<file path="config.mk">
export PLATFORM = sky130hd
export DESIGN_NAME = mem_stage_ctrl
export DESIGN_NICKNAME = d
export VERILOG_FILES = /design/src/rtl/mem_stage_ctrl.sv
export SDC_FILE = /design/constraint.sdc
export NUM_CORES = 1
export LEC_CHECK = 0
export BUFFER_PORTS_ARGS = -buffer_cell sky130_fd_sc_hd__buf_2
export CAP_MARGIN = 0
export CORE_ASPECT_RATIO = 0.6
export CORE_MARGIN = 4
export CORE_UTILIZATION = 45
export DETAILED_ROUTE_END_ITERATION = 7
export MAX_ROUTING_LAYER = met4
export PLACE_DENSITY = 0.76
export SLEW_MARGIN = 20
export SYNTH_ARGS = -nofsm -noshare
export SYNTH_HDL_FRONTEND = slang
export SYNTH_SLANG_ARGS = --single-unit
</file>
<file path="constraint.sdc">
create_clock -name clk -period 2.5 [get_ports clk]
set_input_delay 0.75 -clock clk [delete_from_list [all_inputs] [get_ports clk]]
set_output_delay 0.75 -clock clk [all_outputs]
set_load 0.02 [all_outputs]
</file>
<file path="src/rtl/mem_stage_ctrl.sv">
// Memory-stage data access sequencer: runs the M-stage request over the req/addr_ok/data_ok
// bus, buffers load data, and generates mem_stall and the EX/MEM register enables and clears.
module mem_stage_ctrl #(
   parameter int ADDR_W = 32,
   parameter int DATA_W = 32
) (
   input  logic              clk,
   input  logic              rst,
   input  logic              M_mem_en,
   input  logic              M_mem_wen,
   input  logic [1:0]        M_mem_size,
   input  logic [ADDR_W-1:0] M_mem_addr,
   input  logic [DATA_W-1:0] M_mem_wdata,
   input  logic              M_flush,
   input  logic              E_stall_req,
   input  logic              E_slave_kill,
   output logic              data_req,
   output logic              data_wr,
   output logic [1:0]        data_size,
   output logic [ADDR_W-1:0] data_addr,
   output logic [DATA_W-1:0] data_wdata,
   input  logic              data_addr_ok,
   input  logic              data_data_ok,
   input  logic [DATA_W-1:0] data_rdata,
   output logic [DATA_W-1:0] M_rdata,
   output logic              M_rdata_valid,
   output logic              mem_stall,
   output logic              exmem_ena1,
   output logic              exmem_ena2,
   output logic              exmem_clear1,
   output logic              exmem_clear2
);

   typedef enum logic [2:0] {
      IDLE,
      REQ,
      WAIT,
      DONE,
      DRAIN_REQ,
      DRAIN_WAIT
   } state_t;

   state_t              state;
   logic                lat_wr;
   logic [1:0]          lat_size;
   logic [ADDR_W-1:0]   lat_addr;
   logic [DATA_W-1:0]   lat_wdata;
   logic [DATA_W-1:0]   rdata_buf;
   logic                issue;
   logic                stall;

   assign issue = M_mem_en & ~M_flush;

   // Bus fields come live from M only in the issuing IDLE cycle; afterwards the latched copy
   // keeps them stable until addr_ok, whatever the M-stage inputs do.
   always_comb begin
      // NOTE: every output gets a default first so no path through the case infers a latch.
      data_req   = 1'b0;
      data_wr    = lat_wr;
      data_size  = lat_size;
      data_addr  = lat_addr;
      data_wdata = lat_wdata;
      unique case (state)
         IDLE: begin
            if (issue) begin
               data_req   = 1'b1;
               data_wr    = M_mem_wen;
               data_size  = M_mem_size;
               data_addr  = M_mem_addr;
               data_wdata = M_mem_wdata;
            end
         end
         REQ, DRAIN_REQ: data_req = 1'b1;
         default: ;
      endcase
   end

   // NOTE: state registers use non-blocking assignments so every update sees pre-edge values.
   always_ff @(posedge clk) begin
      if (rst) begin
         state     <= IDLE;
         lat_wr    <= 1'b0;
         lat_size  <= 2'd0;
         lat_addr  <= '0;
         lat_wdata <= '0;
         rdata_buf <= '0;
      end else begin
         unique case (state)
            IDLE: begin
               if (issue) begin
                  lat_wr    <= M_mem_wen;
                  lat_size  <= M_mem_size;
                  lat_addr  <= M_mem_addr;
                  lat_wdata <= M_mem_wdata;
                  state     <= data_addr_ok ? WAIT : REQ;
               end
            end
            REQ: begin
               if (data_addr_ok)  state <= M_flush ? DRAIN_WAIT : WAIT;
               else if (M_flush)  state <= DRAIN_REQ;
            end
            WAIT: begin
               if (data_data_ok) begin
                  if (M_flush) begin
                     state <= IDLE;
                  end else begin
                     if (!lat_wr) rdata_buf <= data_rdata;
                     state <= DONE;
                  end
               end else if (M_flush) begin
                  state <= DRAIN_WAIT;
               end
            end
            DONE: begin
               if (!E_stall_req || M_flush) state <= IDLE;
            end
            // A requested transaction always completes; the drain just swallows its response.
            DRAIN_REQ: begin
               if (data_addr_ok) state <= DRAIN_WAIT;
            end
            DRAIN_WAIT: begin
               if (data_data_ok) state <= IDLE;
            end
            default: state <= IDLE;
         endcase
      end
   end

   assign mem_stall     = M_mem_en & (state != DONE) & ~M_flush;
   assign stall         = mem_stall | E_stall_req;
   assign exmem_ena1    = ~stall;
   assign exmem_ena2    = ~stall;
   // EX holding while M drains must push a bubble into M rather than repeat the instruction.
   assign exmem_clear1  = M_flush | (E_stall_req & ~mem_stall);
   assign exmem_clear2  = exmem_clear1 | (E_slave_kill & ~stall);
   assign M_rdata       = rdata_buf;
   assign M_rdata_valid = (state == DONE);

endmodule

</file>
# == Word-level counts from Yosys, hierarchy flattened ==
# Cells that the tools add are included.
# word_totals
reg_bits,102
out_inout_bits,106
wordCells,58
# classes
eq_ne,12
mux,22
n_bitwise,12
reduce_logical,6
# op_table
cell,count
$mux W32,4
$mux W3,9
$pmux W3 S6,1
$mux W2,4
$eq A3 B2 Y1 const B,2
$eq A3 B3 Y1 const B,2
$ne A2 B2 Y1 const B,3
$ne A3 B3 Y1 const B,2
$reduce_and A6 Y1,1
$and A1 B1 Y1,5
$not A1 Y1,4
$reduce_and A4 Y1,1
$eq A3 B1 Y1 const B,1
$logic_not A3 Y1,1
$mux W1,3
$ne A3 B2 Y1 const B,1
$or A1 B1 Y1,3
$ne A2 B1 Y1 const B,1
$pmux W1 S2,1
$reduce_or A2 Y1,1
$logic_not A1 Y1,1
$logic_or A1 B1 Y1,1

# == Logic depth before layout (Yosys ltp) ==
# Gate-level depths: netlist of the first run.
# depth
ltp_word,7
ltp_mapped,6
mapped_depth_nobuf,4

# == Worst setup path before layout of the first run ==
# Ideal clock, no wire load.
# synth_timing
kind,input -> output
from,in M_flush
to,out exmem_ena2
arrival_time_ns,1.897
t_required_ns,1.750
setup_slack_ns,-0.147
cell_stages,5
path_cell_list,buf_2 -> nand2b_1 -> nor2_1 -> nor2_1 -> buf_4
# synth_via
elab_chain_cells,4
# synth_lines
item,line,source
from (decl),14,"input logic M_flush,"
$not A1 Y1 (no source line),n/a,
$and A1 B1 Y1,129,assign mem_stall = M_mem_en & (state != DONE) & ~M_flush;
named net mem_stall,27,"output logic mem_stall,"
$or A1 B1 Y1,130,assign stall = mem_stall | E_stall_req;
$not A1 Y1,n/a,
to (decl),29,"output logic exmem_ena2,"
# The timed path passes the listed nets, and every way through them passes these cells.

# == Final worst setup path of the first run ==
# layout_timing
from,in M_flush
to,out data_wdata[26]
# layout_via
elab_chain_cells,4
# layout_lines
item,line,source
$not A1 Y1 (no source line),n/a,
$and A1 B1 Y1,52,assign issue = M_mem_en & ~M_flush;
$mux W32,n/a,
$mux W32,63,unique case (state)
to (decl),21,"output logic [DATA_W-1:0] data_wdata,"
# No other way between the ends.

==> key figures, run 1 <==
Floorplanning
  • Core Region: 0.008783 mm^2
  • Num rows: 26
  • Die area: 0.01096 mm^2
  • Die X: 132.5 um
  • Initial core utilization: 0.4764
  • Die Span Y: 82.69 um
  • I/O Pins: 213

GRT
  • Total gr overflow: 0
  • Total track usage: 0.1921
  • GR peak layer: met2
  • Met2 Track Usage GR: 0.3194
  • Grt met1 use: 0.2303
  • First-pass GRT wire length: 16.62 mm
  • Initial antenna violation count: 0
  • Largest net degree at the start of global routing: 48
  • GRT met3 Usage: 0.06598
  • Number of global-route vias before repair: 3490

Critical path
  • R2R Setup Slk: 0.79 ns
  • Reg2reg path depth: 6
  • Worst EP arrival: 1.87 ns
  • CP Launch Type: input pin
  • Kind of critical path: input pin to primary output
  • Worst Path Max Fanout: 47
  • CP Data Required Time: about 1.8 ns
  • Critical Path Sink Type: primary output

Timing
  • Final setup TNS: -5.199 ns
  • Final Cycle Share: 1.048
  • Final setup fails: 67
  • Final WS setup: -0.1208 ns
  • Fin. max-slew vios: 0
  • RSZ-0062 raised after global routing: yes
  • Slew HR: 0.7696
  • Skew final: 0.009493 ns
  • Fmax: 381.6 MHz
  • Worst slew pin tran: 0.3456 ns
  • Tmin final: 2.621 ns
  • Final Hold Viols: 0

Placement
  • Gp weighted congestion: 0.7908
  • DP Worst Slack: -0.1175 ns
  • Count of input and output buffers: 212
  • DP Wirelength: between 8 and 9 mm

Clock tree
  • TritonCTS Buffers: 9
  • Clock slew seen by the registers of the worst setup and hold paths: 0.07 ns
  • Max clock buf depth: 2
  • CTS root buffer: clkbuf_16
  • Worst skew pair latency: roughly 0.33 ns
  • CTS tree: built
  • Clk sinks: around 100
  • CTS H-tree depth: 3

Final layout
  • Fillers: 683
  • Layout cells sized above 1: 0.5056
  • ANT cells: 0
  • Area growth syn-to-layout: 43.75%
  • Final nets: 725

Drt
  • # DRC: 0
  • DRT Pass-1 Iters: 5
  • Wire length per cell: 15.07 um
  • Initial drt markers: roughly 140
  • Vias: 3568
  • Via density: 4.854
  • Detail Route Antenna Nets: 0
  • Final WL: roughly 11 mm

Logic synthesis
  • Yosys warns: 0
  • Netlist cell types: 30
  • Synth top area share: 0.4880
  • Post-synth EDFFs: 0
  • Fraction of registers with async set/reset: 0
  • Synthesized Nets: 516
  • Cells after Synth: between 400 and 500
  • Synthesized flop and latch total: 102
  • Synth top cells by count: dfxtp_1, and2_1, nand2_1, mux2_2, a21oi_1
  • Top post-synthesis cells by area: dfxtp_1, mux2_4, and2_1
  • Register area share after synthesis: 0.4880
  • Syn avg cell area: roughly 10 um^2
  • Most common cell in the netlist: dfxtp_1
  • Top FF cell, synth: dfxtp_1
  • Cell taking the most area after synthesis: dfxtp_1
  • Mapped Area: approximately 0.0042 mm^2

Power
  • Pleak: 2.962 nW
  • Final Power: 5.597 mW
  • VDD IR-drop max: 0.0006140 V
  • Pwr/cell area: 930.6 mW/mm^2

Worst hold path
  • Worst hold path type: register to register
  • Hold Path Depth: 2

Outcome
  • Violated checks: setup timing
  • Status: complete, but fails checks

Run
  • MaxCap Viol Count: 0
[repair_timing]
action,in CTS,in global routing
setup buffers,0,2
cloned,0,2
resized for setup,0,83
endpoints found under the setup margin,68,72
pin swaps,0,0
hold buffers,0,0
[per-layer routing]
metal | wire [um] | part of all wire
met5 | 0 | 0
met1 | 4845 | 0.44
met2 | 5173 | 0.47
met3 | 939 | 0.085
met4 | 116 | 0.010
[worst paths after layout]
check / end / startpoint
setup / recovery: data_wdata[26] / M_flush
hold / removal: M_rdata[23] / M_rdata[23]
setup reg to reg: M_rdata[2] / state[0]
hold reg to reg: M_rdata[23] / M_rdata[23]
[power by group]
part           switching [mW]  total [mW]  internal (mW)
clock                   0.596        1.51          0.912
sequential             0.0676        1.88           1.82
combinational            1.12        2.21           1.09
total                    1.78        5.60           3.82
[state kept, by name (all words and copies together) (netlist names)]
name / flops
lat_wdata: 32
M_rdata: 32
state: 3
lat_addr: 32
lat_wr: 1
lat_size: 2
[logic make-up after synthesis]
family | count (synthesis) | share of synthesized area
buf+inv | 31 | 0.04007
mux | 69 | 0.2120
flops | 102 | 0.4880
compound gates | 44 | 0.05712
simple gates | 163 | 0.2028
[cell usage in the layout (no fill, tap or decap)]
cell,count
a211oi_1,2
a21oi_1,34
a2bb2oi_1,2
and2_1,68
and3_1,1
and3b_1,1
buf_12,1
buf_16,1
buf_2,174
buf_4,14
buf_6,35
buf_8,1
bufinv_16,2
clkbuf_16,11
clkbuf_8,1
clkinv_2,1
clkinv_4,1
dfxtp_1,102
inv_1,1
inv_6,2
mux2_2,35
mux2_4,32
mux2i_1,2
nand2_1,68
nand2b_1,2
nand3_4,1
nand3b_1,1
nor2_1,7
nor2_4,2
nor2b_1,3
nor3_1,1
nor3b_1,5
nor4_4,1
nor4bb_1,1
o211ai_1,1
o21ai_0,4
o311ai_0,1
or4_1,1
[worst max-delay path: stages]
cell and delay, ns:
buf_8 0.08, nor2_4 0.03, nand3_4 0.11, buf_16 0.27, mux2_2 0.40, buf_2 0.16
[through the flow]
step	area, um^2	util	hold slack [ns]	cells
final	6015	0.6848	0.4529	735
after global routing	6015	0.6848	0.4779	735
after CTS	5678	0.6464	0.4566	731
after detailed placement	5348	0.6088	0.4470	715
after global placement	5348	0.6088	0.4386	715
after floorplan	4187	-	0.5327	409
[final cells by class]
class | instances | area (um^2) | share of cell area
clock buffers | 10 | 239.0 | 0.03973
repair buffers | 228 | 1483 | 0.2465
inverters | 1 | 3.754 | 0.0006241
well taps | 112 | 140.1 | 0.02330
multi-input cells | 276 | 2016 | 0.3351
flip-flops and latches | 102 | 2042 | 0.3395
clock inverters | 6 | 91.34 | 0.01519
Note: power is estimated with default switching activity, not from simulation.
==> run 2: changes to the inputs <==
--- a/config.mk
+++ b/config.mk
@@ -8,7 +8,6 @@
 export BUFFER_PORTS_ARGS = -buffer_cell sky130_fd_sc_hd__buf_2
 export CAP_MARGIN = 0
 export CORE_ASPECT_RATIO = 0.6
-export CORE_MARGIN = 4
 export CORE_UTILIZATION = 45
 export DETAILED_ROUTE_END_ITERATION = 7
 export MAX_ROUTING_LAYER = met4
==> run 2 against run 1 <==
  * The run still ends with setup timing left
  * First-iteration DRC count down 20%
  * Flip-flop and latch count stayed put
  * Setup slack better by 0.093 ns
  * Global-route usage increased by 3.1 points
  * Cell area decreased by 4.1%
  * Sequential power is essentially flat
  * Core utilization down 2.6 points
  * Critical path depth fell by 1
  * Critical path type unchanged
==> key figures, run 2 (synthesis results as in run 1) <==
Clock tree
  • Setup Buffers After CTS: 0
  • Clock slew seen by the registers of the worst setup and hold paths: approximately 0.07 ns
  • Post-CTS Hold Fix Bufs: 0
  • CTS tree: built
  • Max clock buf depth: 2
  • CTS H-tree depth: 3
  • CTS root buffer: clkbuf_16
  • TritonCTS Buffers: 9
  • Worst skew pair latency: 0.34 ns
  • Clk sinks: 102

Power
  • VDD IR-drop max: 0.0004921 V
  • Pwr/cell area: 901.4 mW/mm^2
  • Pleak: approximately 2.9 nW

Timing
  • Skew final: ~0.0075 ns
  • Fmax: 395.7 MHz
  • RSZ-0062 raised after global routing: yes
  • Fin. max-slew vios: 0
  • Tmin final: 2.527 ns
  • Final setup TNS: -0.4129 ns
  • Final WS setup: -0.02744 ns
  • Slew HR: 0.7797
  • Worst slew pin tran: 0.3304 ns
  • Final Hold Viols: 0
  • Final setup fails: 40
  • Final Cycle Share: 1.011

Final layout
  • Most common cell after layout, fill and taps aside: buf_2
  • Commonest non-fill, non-tap cells in the layout: buf_2, dfxtp_1, and2_1, nand2_1, mux2_2
  • Fin area: 0.005768 mm^2
  • Non-Filler Instances: 733
  • Layout cells sized above 1: 0.5048
  • Final nets: ~720
  • Area growth syn-to-layout: 37.86%
  • Fillers: 693

GRT
  • Largest net degree at the start of global routing: between 70 and 80
  • Initial antenna violation count: 1
  • Total gr overflow: 0
  • First-pass GRT wire length: about 17 mm
  • Total track usage: 0.2232
  • Number of global-route vias before repair: 3432

Floorplanning
  • Die X: 126.5 um
  • Initial core utilization: 0.4781
  • Die area: 0.009700 mm^2
  • Num rows: 26
  • Core Region: about 0.0088 mm^2
  • I/O Pins: approximately 210
  • Die Span Y: 76.69 um

Drt
  • Final WL: between 10 and 15 mm
  • Detail Route Antenna Nets: 0
  • DRT Pass-1 Iters: 4
  • # DRC: 0
  • Wire length per cell: 14.04 um
  • Via density: slightly below 5
  • Initial drt markers: 110
  • Vias: 3554

Placement
  • Count of input and output buffers: 212
  • DP Worst Slack: -0.09129 ns
  • Gp weighted congestion: between 0.8 and 0.9
  • Post-Place Cells: 716
  • DP Wirelength: 7.577 mm
  • Placed Instance Area: 0.005380 mm^2

Critical path
  • Worst EP arrival: 1.78 ns
  • CP Launch Type: input pin
  • CP Data Required Time: ~1.8 ns
  • Critical Path Sink Type: primary output
  • Worst Path Max Fanout: 29
  • Kind of critical path: input pin to primary output

Run
  • MaxCap Viol Count: 0

Outcome
  • Violated checks: setup timing
  • Status: complete, but fails checks

Worst hold path
  • Worst hold path type: register to register
-- run 2: cell count changes in the layout (fill, tap and decap cells not counted), sizes merged --
cell and delta:
clkbuf -2, inv +2, clkinv -2, bufinv -2, clkinvlp +2, diode +1
buf -1
-- run 2: final cells by class --
type / instances / area (um^2) / area share
Sequential cell: 102 / 2042 / 0.3540
Multi-Input combinational cell: 276 / 2018 / 0.3499
Clock inverter: 6 / 50.05 / 0.008677
Timing Repair Buffer: 225 / 1282 / 0.2223
Antenna cell: 1 / 2.502 / 0.0004338
Tap cell: 112 / 140.1 / 0.02429
Inverter: 1 / 3.754 / 0.0006508
Clock buffer: 10 / 229.0 / 0.03970
-- run 2: final timing paths --
| path | to | startpoint | cells past startpoint | slack, ns |
|---|---|---|---|---|
| worst min register to register | M_rdata[31] | M_rdata[31] | 2 | 0.45 |
| worst max register to register | M_rdata[5] | state[0] | 6 | 0.78 |
| worst min-delay path | M_rdata[31] | M_rdata[31] | 2 | 0.45 |
| worst max-delay path | data_wdata[3] | M_mem_en | 5 | -0.03 |
-- run 2: where the power goes --
part	internal [mW]	switching (mW)	leakage (nW)
Sequential	1.82	0.0728	0.829
Clock	0.690	0.626	0.131
Combinational	0.939	1.06	1.91
-- run 2: critical path, cell delays in order --
cell,delay [ns]
buf_2,0.14
nand3_4,0.10
buf_12,0.23
mux2_2,0.38
buf_2,0.17
-- run 2: routing by layer --
layer,share of wire,vias to the layer above,global-route usage
li1,-,1765,-
met3,0.089,8,0.06699
met4,0.0090,0,0.06145
met5,0,-,-
met1,0.42,1621,0.2570
met2,0.49,160,0.3785
-- run 2: through the flow --
stage | hold WS (ns) | utilization | total power, mW
after detailed placement | 0.4447 | 0.6148 | 3.837
after global routing | 0.4732 | 0.6591 | 5.462
final | 0.4506 | 0.6591 | 5.199
after floorplan | 0.5327 | - | 3.266
after global placement | 0.4386 | 0.6148 | 3.792
after CTS | 0.4542 | 0.6568 | 5.243
-- run 2: repair_timing --
action / CTS / global route
setup endpoints to repair: 66 / 70
gates resized for setup: 29 / 4
cloned: 0 / 0
